--- config.mk ---
export PLATFORM = sky130hd
export DESIGN_NAME = reg_file_scoreboard
export DESIGN_NICKNAME = d
export VERILOG_FILES = /design/src/rtl/reg_file_scoreboard_pkg.sv /design/src/rtl/reg_file_scoreboard_pending_counter.sv /design/src/rtl/reg_file_scoreboard.sv
export SDC_FILE = /design/constraint.sdc
export NUM_CORES = 2
export LEC_CHECK = 0
export BUFFER_PORTS_ARGS = -buffer_cell sky130_fd_sc_hd__buf_2
export CAP_MARGIN = 20
export CORE_MARGIN = 2
export CORE_UTILIZATION = 30
export CTS_CLUSTER_DIAMETER = 50
export DETAILED_ROUTE_END_ITERATION = 7
export SETUP_SLACK_MARGIN = 0.05
export SLEW_MARGIN = 20
export SYNTH_ARGS = -nofsm -noshare
export SYNTH_HDL_FRONTEND = slang
export SYNTH_HIERARCHICAL = 1
export SYNTH_SLANG_ARGS = --single-unit
--- constraint.sdc ---
create_clock -name clock -period 2.7 [get_ports clock]
set_input_delay 0.135 -clock clock [delete_from_list [all_inputs] [get_ports clock]]
set_output_delay 0.135 -clock clock [all_outputs]
set_load 0.005 [all_outputs]
--- src/rtl/reg_file_scoreboard_pkg.sv ---
// Shared constants, read-source encoding and the pending-counter width helper
// for the decode-stage register file and scoreboard.
package reg_file_scoreboard_pkg;

  localparam int unsigned DATA_WIDTH_DEF = 32;
  localparam int unsigned ADDR_WIDTH_DEF = 5;
  localparam int unsigned REG_ZERO       = 0;
  localparam int unsigned REG_RA         = 31;

  typedef enum logic [1:0] {
    SRC_ZERO,
    SRC_LINK,
    SRC_WB,
    SRC_STORE
  } rd_src_e;

  function automatic int unsigned pend_cnt_width(input int unsigned max_pending);
    return $clog2(max_pending + 1);
  endfunction

endpackage

--- src/rtl/reg_file_scoreboard_pending_counter.sv ---
// Saturating up/down count of in-flight writers for one destination.
module pending_counter
  import reg_file_scoreboard_pkg::*;
#(
  parameter int unsigned MAX_PENDING = 3,
  parameter int unsigned CNT_WIDTH   = pend_cnt_width(MAX_PENDING)
) (
  input  logic                 clock,
  input  logic                 reset_n,
  input  logic                 inc,
  input  logic                 dec,
  input  logic                 clear,
  output logic [CNT_WIDTH-1:0] count,
  output logic                 full,
  output logic                 nonzero
);

  logic [CNT_WIDTH-1:0] count_q;
  logic [CNT_WIDTH-1:0] count_d;

  always_comb begin
    count_d = count_q;
    if (clear) begin
      count_d = '0;
    end else if (inc && !dec) begin
      if (count_q != CNT_WIDTH'(MAX_PENDING)) count_d = count_q + CNT_WIDTH'(1);
    end else if (dec && !inc) begin
      if (count_q != '0) count_d = count_q - CNT_WIDTH'(1);
    end
  end

  always_ff @(posedge clock or negedge reset_n) begin
    if (!reset_n) count_q <= '0;
    else          count_q <= count_d;
  end

  assign count   = count_q;
  assign full    = (count_q == CNT_WIDTH'(MAX_PENDING));
  assign nonzero = (count_q != '0);

endmodule

--- src/rtl/reg_file_scoreboard.sv ---
// Decode-stage register file: multi-port bypassed reads, HI/LO, link write and
// a per-register pending-writer scoreboard that produces the decode stall.
module reg_file_scoreboard
  import reg_file_scoreboard_pkg::*;
#(
  parameter int unsigned DATA_WIDTH  = DATA_WIDTH_DEF,
  parameter int unsigned NUM_REGS    = 32,
  parameter int unsigned ADDR_WIDTH  = ADDR_WIDTH_DEF,
  parameter int unsigned READ_PORTS  = 2,
  parameter int unsigned MAX_PENDING = 3,
  parameter int unsigned RA_ID       = REG_RA
) (
  input  logic                             clock,
  input  logic                             reset_n,
  input  logic [READ_PORTS*ADDR_WIDTH-1:0] rd_id,
  output logic [READ_PORTS*DATA_WIDTH-1:0] rd_value,
  output logic [READ_PORTS-1:0]            rd_pending,
  input  logic                             issue_valid,
  input  logic [ADDR_WIDTH-1:0]            issue_dest_id,
  input  logic                             issue_hilo,
  input  logic                             wb_valid,
  input  logic [ADDR_WIDTH-1:0]            wb_id,
  input  logic [DATA_WIDTH-1:0]            wb_value,
  input  logic                             hilo_wb_valid,
  input  logic [DATA_WIDTH-1:0]            hi_wb,
  input  logic [DATA_WIDTH-1:0]            lo_wb,
  input  logic                             ra_write,
  input  logic [DATA_WIDTH-1:0]            ra_value,
  input  logic                             flush,
  output logic [DATA_WIDTH-1:0]            hi_value,
  output logic [DATA_WIDTH-1:0]            lo_value,
  output logic                             hilo_pending,
  output logic                             stall
);

  localparam int unsigned CW = pend_cnt_width(MAX_PENDING);

  logic [DATA_WIDTH-1:0] regs_q [NUM_REGS];
  logic [DATA_WIDTH-1:0] regs_d [NUM_REGS];
  logic [DATA_WIDTH-1:0] hi_q, hi_d, lo_q, lo_d;

  logic [CW-1:0]         reg_cnt  [NUM_REGS];
  logic [NUM_REGS-1:0]   reg_full, reg_nz, reg_inc, reg_dec;
  logic [CW-1:0]         hilo_cnt;
  logic                  hilo_full, hilo_nz;

  logic [ADDR_WIDTH-1:0] port_id  [READ_PORTS];
  logic [DATA_WIDTH-1:0] port_mem [READ_PORTS];
  rd_src_e               port_src [READ_PORTS];
  logic                  dest_blocked, issue_acc;

  assign reg_cnt[0]  = '0;
  assign reg_full[0] = 1'b0;
  assign reg_nz[0]   = 1'b0;

  for (genvar g = 1; g < NUM_REGS; g++) begin : g_cnt
    pending_counter #(.MAX_PENDING(MAX_PENDING), .CNT_WIDTH(CW)) u_cnt (
      .clock   (clock),
      .reset_n (reset_n),
      .inc     (reg_inc[g]),
      .dec     (reg_dec[g]),
      .clear   (flush),
      .count   (reg_cnt[g]),
      .full    (reg_full[g]),
      .nonzero (reg_nz[g])
    );
  end

  pending_counter #(.MAX_PENDING(MAX_PENDING), .CNT_WIDTH(CW)) u_hilo_cnt (
    .clock   (clock),
    .reset_n (reset_n),
    .inc     (issue_hilo && !stall),
    .dec     (hilo_wb_valid),
    .clear   (flush),
    .count   (hilo_cnt),
    .full    (hilo_full),
    .nonzero (hilo_nz)
  );

  // A lone writer completing this cycle is not a hazard: its data comes via bypass.
  always_comb begin
    rd_value   = '0;
    rd_pending = '0;
    for (int unsigned k = 0; k < READ_PORTS; k++) begin
      port_id[k]  = rd_id[k*ADDR_WIDTH +: ADDR_WIDTH];
      port_mem[k] = '0;
      for (int unsigned i = 1; i < NUM_REGS; i++) begin
        if (port_id[k] == ADDR_WIDTH'(i)) begin
          port_mem[k]   = regs_q[i];
          rd_pending[k] = reg_nz[i] && !(reg_cnt[i] == CW'(1) && reg_dec[i]);
        end
      end
      if (port_id[k] == ADDR_WIDTH'(REG_ZERO))                 port_src[k] = SRC_ZERO;
      else if (ra_write && port_id[k] == ADDR_WIDTH'(RA_ID))   port_src[k] = SRC_LINK;
      else if (wb_valid && port_id[k] == wb_id)                port_src[k] = SRC_WB;
      else                                                     port_src[k] = SRC_STORE;
      case (port_src[k])
        SRC_ZERO: rd_value[k*DATA_WIDTH +: DATA_WIDTH] = '0;
        SRC_LINK: rd_value[k*DATA_WIDTH +: DATA_WIDTH] = ra_value;
        SRC_WB:   rd_value[k*DATA_WIDTH +: DATA_WIDTH] = wb_value;
        default:  rd_value[k*DATA_WIDTH +: DATA_WIDTH] = port_mem[k];
      endcase
    end
  end

  always_comb begin
    reg_dec      = '0;
    dest_blocked = 1'b0;
    for (int unsigned i = 1; i < NUM_REGS; i++) begin
      reg_dec[i] = wb_valid && (wb_id == ADDR_WIDTH'(i));
      if (issue_dest_id == ADDR_WIDTH'(i)) dest_blocked = reg_full[i] && !reg_dec[i];
    end
    stall = (|rd_pending)
          || (issue_valid && dest_blocked)
          || (issue_hilo && hilo_full && !hilo_wb_valid);
  end

  always_comb begin
    issue_acc = issue_valid && !stall;
    reg_inc   = '0;
    for (int unsigned i = 1; i < NUM_REGS; i++) begin
      reg_inc[i] = issue_acc && (issue_dest_id == ADDR_WIDTH'(i));
    end
  end

  assign hilo_pending = hilo_nz && !(hilo_cnt == CW'(1) && hilo_wb_valid);
  assign hi_value     = hilo_wb_valid ? hi_wb : hi_q;
  assign lo_value     = hilo_wb_valid ? lo_wb : lo_q;

  // Link write is applied after writeback so the younger instruction wins RA.
  always_comb begin
    regs_d = regs_q;
    hi_d   = hilo_wb_valid ? hi_wb : hi_q;
    lo_d   = hilo_wb_valid ? lo_wb : lo_q;
    for (int unsigned i = 1; i < NUM_REGS; i++) begin
      if (reg_dec[i]) regs_d[i] = wb_value;
    end
    if (ra_write) regs_d[RA_ID] = ra_value;
  end

  always_ff @(posedge clock or negedge reset_n) begin
    if (!reset_n) begin
      for (int unsigned i = 0; i < NUM_REGS; i++) regs_q[i] <= '0;
      hi_q <= '0;
      lo_q <= '0;
    end else begin
      regs_q <= regs_d;
      hi_q   <= hi_d;
      lo_q   <= lo_d;
    end
  end

endmodule

# After elaboration in Yosys (flattened, before gate mapping)
# Index checks and enable logic that the tools add are counted.
word_totals:
  reg_bits: 1120
  input_bits: 156
  out_inout_bits: 132
  elab_cells: 1177
classes:
  addsub: 64
  n_eq_ne: 258
  n_mux: 327
  n_reduce_logical: 463
ops:
  columns: ["op", "n"]
  rows:
  - ["$mux W32", 66]
  - ["$mux W2", 164]
  - ["$eq A5 B5 Y1 const B", 64]
  - ["$logic_and A1 B1 Y1", 230]
  - ["$pmux W32 S3", 2]
  - ["$reduce_bool A3 Y1", 64]
  - ["$eq A5 B4 Y1 const B", 32]
  - ["$logic_not A1 Y1", 97]
  - ["$ne A3 B3 Y1 const B", 32]
  - ["$reduce_and A3 Y1", 32]
  - ["$mux W1", 95]
  - ["$eq A5 B3 Y1 const B", 16]
  - ["$eq A2 B1 Y1 const B", 34]
  - ["$eq A2 B2 Y1 const B", 34]
  - ["$reduce_bool A2 Y1", 33]
  - ["$add A2 B1 Y2 const B", 32]
  - ["$ne A2 B2 Y1 const B", 32]
  - ["$sub A2 B1 Y2 const B", 32]
  - ["$eq A5 B2 Y1 const B", 8]
  - ["$eq A5 B1 Y1 const B", 4]
  - ["$eq A5 B5 Y1", 2]
  - ["$logic_not A5 Y1", 2]
  - ["$logic_not A2 Y1", 2]
  - ["$logic_or A1 B1 Y1", 2]
  - ["$reduce_or A2 Y1", 1]

# Depth between registers and ports, before layout
logic_depth:
  word_depth: 47
  mapped_depth: 15

# By module
# Netlist, hierarchy kept.
by_module_without_submodules:
  columns: ["mod", "n_inst", "cells_per_inst", "area_each_um2"]
  rows:
  - ["reg_file_scoreboard", 1, 6112, 57410.1]
  - ["pending_counter at g_cnt[10].u_cnt ...", 24, 14, 132.6]
  - ["pending_counter at g_cnt[3].u_cnt ...", 8, 14, 133.9]

# Worst setup path after synthesis
# No wires, ideal clock.
synth_path:
  path_type: "input port to flip-flop"
  startpoint: "input rd_id[9]"
  endpoint: "register g_cnt[24].u_cnt.count_q[0]"
  setup_time_ns: 0.104
  arrival_time_ns: 2.861
  required_ns: 2.596
  setup_slack_ns: -0.265
  cell_stages: 13
  path_cell_list: "clkbuf_1 -> or3_1 -> nor2_1 -> a221oi_1 -> a211oi_1 -> nor4_1 -> o31a_2 -> o211ai_2 -> buf_2 -> nor4_2 -> nand2b_1 -> mux2_2 -> o311ai_1"
synth_via:
  elab_chain_len: 42
  word_cells_on_any_way: 77
  cone_classes: "eq/ne (32); mux (33); reduce/logical (12)"
synth_lines:
  columns: ["element", "line", "text"]
  rows:
  - ["start, declared", "reg_file_scoreboard.sv:15", "input logic [READ_PORTS*ADDR_WIDTH-1:0] rd_id,"]
  - ["$eq A5 B1 Y1", "reg_file_scoreboard.sv:88", "if (port_id[k] == ADDR_WIDTH'(i)) begin"]
  - ["$mux W1 (30 in series)", "reg_file_scoreboard.sv:88", null]
  - ["$mux W1 *", "reg_file_scoreboard.sv:88", null]
  - ["$reduce_or A2 Y1 *", "reg_file_scoreboard.sv:113", "stall = (|rd_pending)"]
  - ["$logic_or A1 B1 Y1 *", "reg_file_scoreboard.sv:114", "|| (issue_valid && dest_blocked)"]
  - ["$logic_or A1 B1 Y1 *", "reg_file_scoreboard.sv:115", "|| (issue_hilo && hilo_full && !hilo_wb_valid);"]
  - ["$logic_not A1 Y1 *", "reg_file_scoreboard.sv:119", "issue_acc = issue_valid && !stall;"]
  - ["$logic_and A1 B1 Y1 *", "reg_file_scoreboard.sv:119", null]
  - ["$logic_and A1 B1 Y1 *", "reg_file_scoreboard.sv:122", "reg_inc[i] = issue_acc && (issue_dest_id == ADDR_WIDTH'(i));"]
  - ["named net reg_inc[24]", "reg_file_scoreboard.sv:43", "logic [NUM_REGS-1:0] reg_full, reg_nz, reg_inc, reg_dec;"]
  - ["$logic_not A1 Y1", "reg_file_scoreboard_pending_counter.sv:27", "end else if (dec && !inc) begin"]
  - ["$logic_and A1 B1 Y1", "reg_file_scoreboard_pending_counter.sv:27", null]
  - ["$reduce_bool A3 Y1 (no source line)", null, null]
  - ["$reduce_and A3 Y1 (no source line)", null, null]
  - ["end signal, assigned", "reg_file_scoreboard_pending_counter.sv:34", "else count_q <= count_d;"]
  - ["end, declared", "reg_file_scoreboard_pending_counter.sv:18", "logic [CNT_WIDTH-1:0] count_q;"]
# Mark *: on every way through the listed nets, which the timed path passes. The rest lies on a longest branch.
# A chain may end at the register's enable or synchronous reset.

# Worst setup path after layout
layout_path:
  startpoint: "register g_cnt[1].u_cnt.count_q[0]"
  endpoint: "output stall"
layout_via:
  elab_chain_len: 38
  word_cells_on_any_way: 104
  cone_classes: "eq/ne (2); mux (93); reduce/logical (9)"
layout_lines:
  columns: ["element", "line", "text"]
  rows:
  - ["start, declared", "reg_file_scoreboard_pending_counter.sv:18", null]
  - ["start signal, assigned", "reg_file_scoreboard_pending_counter.sv:34", null]
  - ["$eq A2 B1 Y1", "reg_file_scoreboard.sv:90", "rd_pending[k] = reg_nz[i] && !(reg_cnt[i] == CW'(1) && reg_dec[i]);"]
  - ["$logic_and A1 B1 Y1", "reg_file_scoreboard.sv:90", null]
  - ["$logic_not A1 Y1", "reg_file_scoreboard.sv:90", null]
  - ["$logic_and A1 B1 Y1", "reg_file_scoreboard.sv:90", null]
  - ["$mux W1 (31 in series)", "reg_file_scoreboard.sv:88", null]
  - ["$reduce_or A2 Y1", "reg_file_scoreboard.sv:113", null]
  - ["$logic_or A1 B1 Y1 *", "reg_file_scoreboard.sv:114", null]
  - ["$logic_or A1 B1 Y1 *", "reg_file_scoreboard.sv:115", null]
  - ["end, declared", "reg_file_scoreboard.sv:33", "output logic stall"]
# Mark *: on every way between the ends. The rest lies on a longest branch, timed or not.

==> impl_metrics.json <==
{
  "status": "complete, but fails checks",
  "violations": "design-rule violations, negative setup slack",
  "synthMostInstantiatedCell": "nand2_1",
  "synth_top_family_by_area": "compound AO/OA/AOI/OAI gates",
  "dieArea_um2": 209000,
  "vias": 64516,
  "cpMaxStageDelayCell": "o41a_1",
  "synth_area_per_cell_um2": 9.40,
  "peakVddDrop_mv": 0.723,
  "numCtsBuffers": 150,
  "cts_htree_levels": 4,
  "grt_max_degree": 138,
  "clk_pin_slew_ps": 60,
  "wl_met1_mm": 120,
  "layout_min_cycle_time_ps": 3630,
  "first_pass_iters": 8,
  "wl_per_cell_um": 29.6,
  "fin_ws_ps": -927,
  "clockBufferDepth": 3,
  "grt_pass1_vias": 63353,
  "finalCritPeriodShare": 1.34,
  "endpoint_kind": "output pin",
  "start_util": 0.302,
  "cellLeakagePower_nw": 38.8,
  "regToRegEndpoint": "g_cnt[10].u_cnt/count[0]",
  "rr_startpoint": "g_cnt[1].u_cnt/count[0]",
  "gp_congestion": 1.01,
  "yosysTopAreaCellShare": 0.455,
  "io_buffers": 287,
  "core_area_um2": 204000,
  "critical_path.cell_chain": "inv_1, o41a_1, a221oi_2, a211oi_2, nor4_4, o31a_4, o211ai_1, buf_4, or3_4, buf_6",
  "antenna_found_initial": 20,
  "setup_violations": 131,
  "power_density_nw_per_um2": 621,
  "synth_xor_area_frac": 0.00156,
  "critPathLaunchType": "flip-flop",
  "slew_violations": 0,
  "synth_compound_gate_area_share": 0.191,
  "r2r_setup_slack_ps": -750,
  "synth_top_cell_by_area": "dfrtp_1",
  "route.met2.wl_mm": 135,
  "yosys-top-cells-count": "nand2_1, dfrtp_1, mux2_2, clkbuf_1, o21ai_0",
  "crit_required_ps": 2570,
  "synth.area.mux_share": 0.147,
  "drc_errors": 7,
  "multi_input_comb_area_um2": 35900,
  "syn_nets": 6716,
  "grt_usage": 0.290,
  "cpPeakStageDelay_ps": 510,
  "grt_first_pass_wirelength_mm": 449,
  "die_x_um": 457,
  "final_nets": 8012,
  "min_path_type": "in2async",
  "hold_ws_ps": 39.0,
  "relSlewSlack": 0.279,
  "synthFlopType": "dfrtp_1",
  "synth_enable_flop_cells": 0,
  "synth_cell_type_count": 95,
  "clock_latency_ps": 820,
  "cts_tree": "built",
  "synth-simple-area-share": 0.165,
  "max_freq_ghz": 0.276,
  "ant_nets": 0,
  "async_flop_share": 1.00,
  "critical_path_arrival_ps": 3490,
  "rows": 166,
  "highest_layer": "met5",
  "reg2reg_depth": 15,
  "register_area_um2": 28000,
  "worst_pin_slew_ps": 1080,
  "yosysSeqAreaShare": 0.455,
  "place_area_um2": 74300,
  "synthCells": 6560,
  "crit_type": "reg2out",
  "synthAdderAreaFrac": 0,
  "clockRootBuffer": "clkbuf_16",
  "cp_max_fo": 3,
  "area_growth_pct": 42.4,
  "synth_seq_cells": 1120,
  "drive_above_1_share": 0.402,
  "drtIter0Drc": 9456,
  "startpoint": "g_cnt[1].u_cnt/count[0]",
  "setup_tns_ps": -52180,
  "vias_per_cell": 6.04,
  "rsz0062_at_grt": "yes",
  "final_area_um2": 87800,
  "ios": 288,
  "final_hold_viol_count": 0,
  "clkSinkCount": 1120,
  "yosys-top-cells-area": "dfrtp_1, mux2_2, nand2_1",
  "grt_overflow": 0,
  "fillers": 19205,
  "fp.dieH_um": 457,
  "yosys_warnings": 6,
  "max_cap_violations": 0,
  "wirelength_mm": 316,
  "finClkSkew_ps": 51.1,
  "dpl.hpwl_mm": 216,
  "syn_area_um2": 61700,
  "route.met3.wl_mm": 37.4
}
==> area by class of cell <==
class	instances	area share
well taps	2688	0.0383
diodes	12	0.000342
clock inverters	71	0.0118
repair buffers	1694	0.170
inverters	92	0.00393
flip-flops and latches	1120	0.319
clock buffers	200	0.0477
multi-input cells	4798	0.408
==> per-stage QoR <==
step | worst slack (ps) | total power [mW] | instances | util
floorplan | -71.5 | 26.4 | 6560 | -
global placement | -1070 | 30.8 | 10051 | 0.364
detailed placement | -1040 | 31.1 | 10051 | 0.364
CTS | -924 | 53.9 | 10616 | 0.422
global route | -980 | 56.2 | 10671 | 0.430
finish | -927 | 54.5 | 10675 | 0.430
==> sequential cells by signal (all words and copies together), names as in the netlist <==
name               flops
regs_q               992
g_cnt.u_cnt/count     62
hi_q                  32
lo_q                  32
u_hilo_cnt/count       2
==> power breakdown <==
group	total, mW	internal (mW)	switching, mW
sequential	22.3	19.7	2.61
combinational	10.8	5.19	5.65
clock	21.3	12.8	8.58
==> how the worst max path moves through the flow <==
stage | end | slack (ps) | depth (start not counted)
final | stall | -930 | 10
after global routing | stall | -980 | 11
after CTS | stall | -920 | 10
after detailed placement | g_cnt[31].u_cnt/count[0] | -1040 | 14
after global placement | g_cnt[31].u_cnt/count[0] | -1070 | 14
after floorplan | g_cnt[20].u_cnt/count[0] | -70 | 15
==> kinds of logic after synthesis <==
group / after synthesis
AOI/OAI and AO/OA: 1745
DFF: 1120
xor gates and xnor gates: 11
buffers and inverters: 642
and+or+nand+nor: 2233
muxes: 809
==> per-layer routing <==
metal / track usage / vias up
met2: 0.427 / 4665
met5: 0 / -
li1: - / 26529
met3: 0.0898 / 1132
met4: 0.192 / 14
met1: 0.366 / 32176
==> cell usage in the layout (no fill, tap or decap), types with 29 or more instances in the layout <==
cell / n
a21oi_1: 149
a21oi_2: 50
a221oi_1: 81
a222oi_1: 54
a22oi_1: 175
a22oi_2: 63
and2_1: 35
buf_12: 134
buf_2: 254
buf_4: 996
buf_6: 129
clkbuf_1: 30
clkbuf_16: 155
dfrtp_1: 1104
dlygate4sd3_1: 150
inv_1: 85
mux2_2: 714
mux2i_1: 80
nand2_1: 1361
nand2b_1: 56
nand3_1: 68
nor2_1: 187
nor2_4: 48
nor2b_1: 33
nor4_4: 32
o21ai_0: 307
o21ai_1: 62
o21ai_2: 31
o21ai_4: 57
o22ai_1: 273
or2_1: 29
==> timing repair <==
action,in CTS,in global routing
hold endpoints to repair,1612,14
endpoints found under the setup margin,131,131
gates resized for setup,871,254
cloned,8,1
hold buffers,149,1
setup buffers,176,59
pin swaps,376,217
==> critical path: cells and delay by family (launching register included) <==
family,cells,cell delay (ps)
buf+inv,3,350
flops,1,410
compound gates,5,1240
simple gates,2,700
Note: power is estimated with default switching activity, not from simulation.
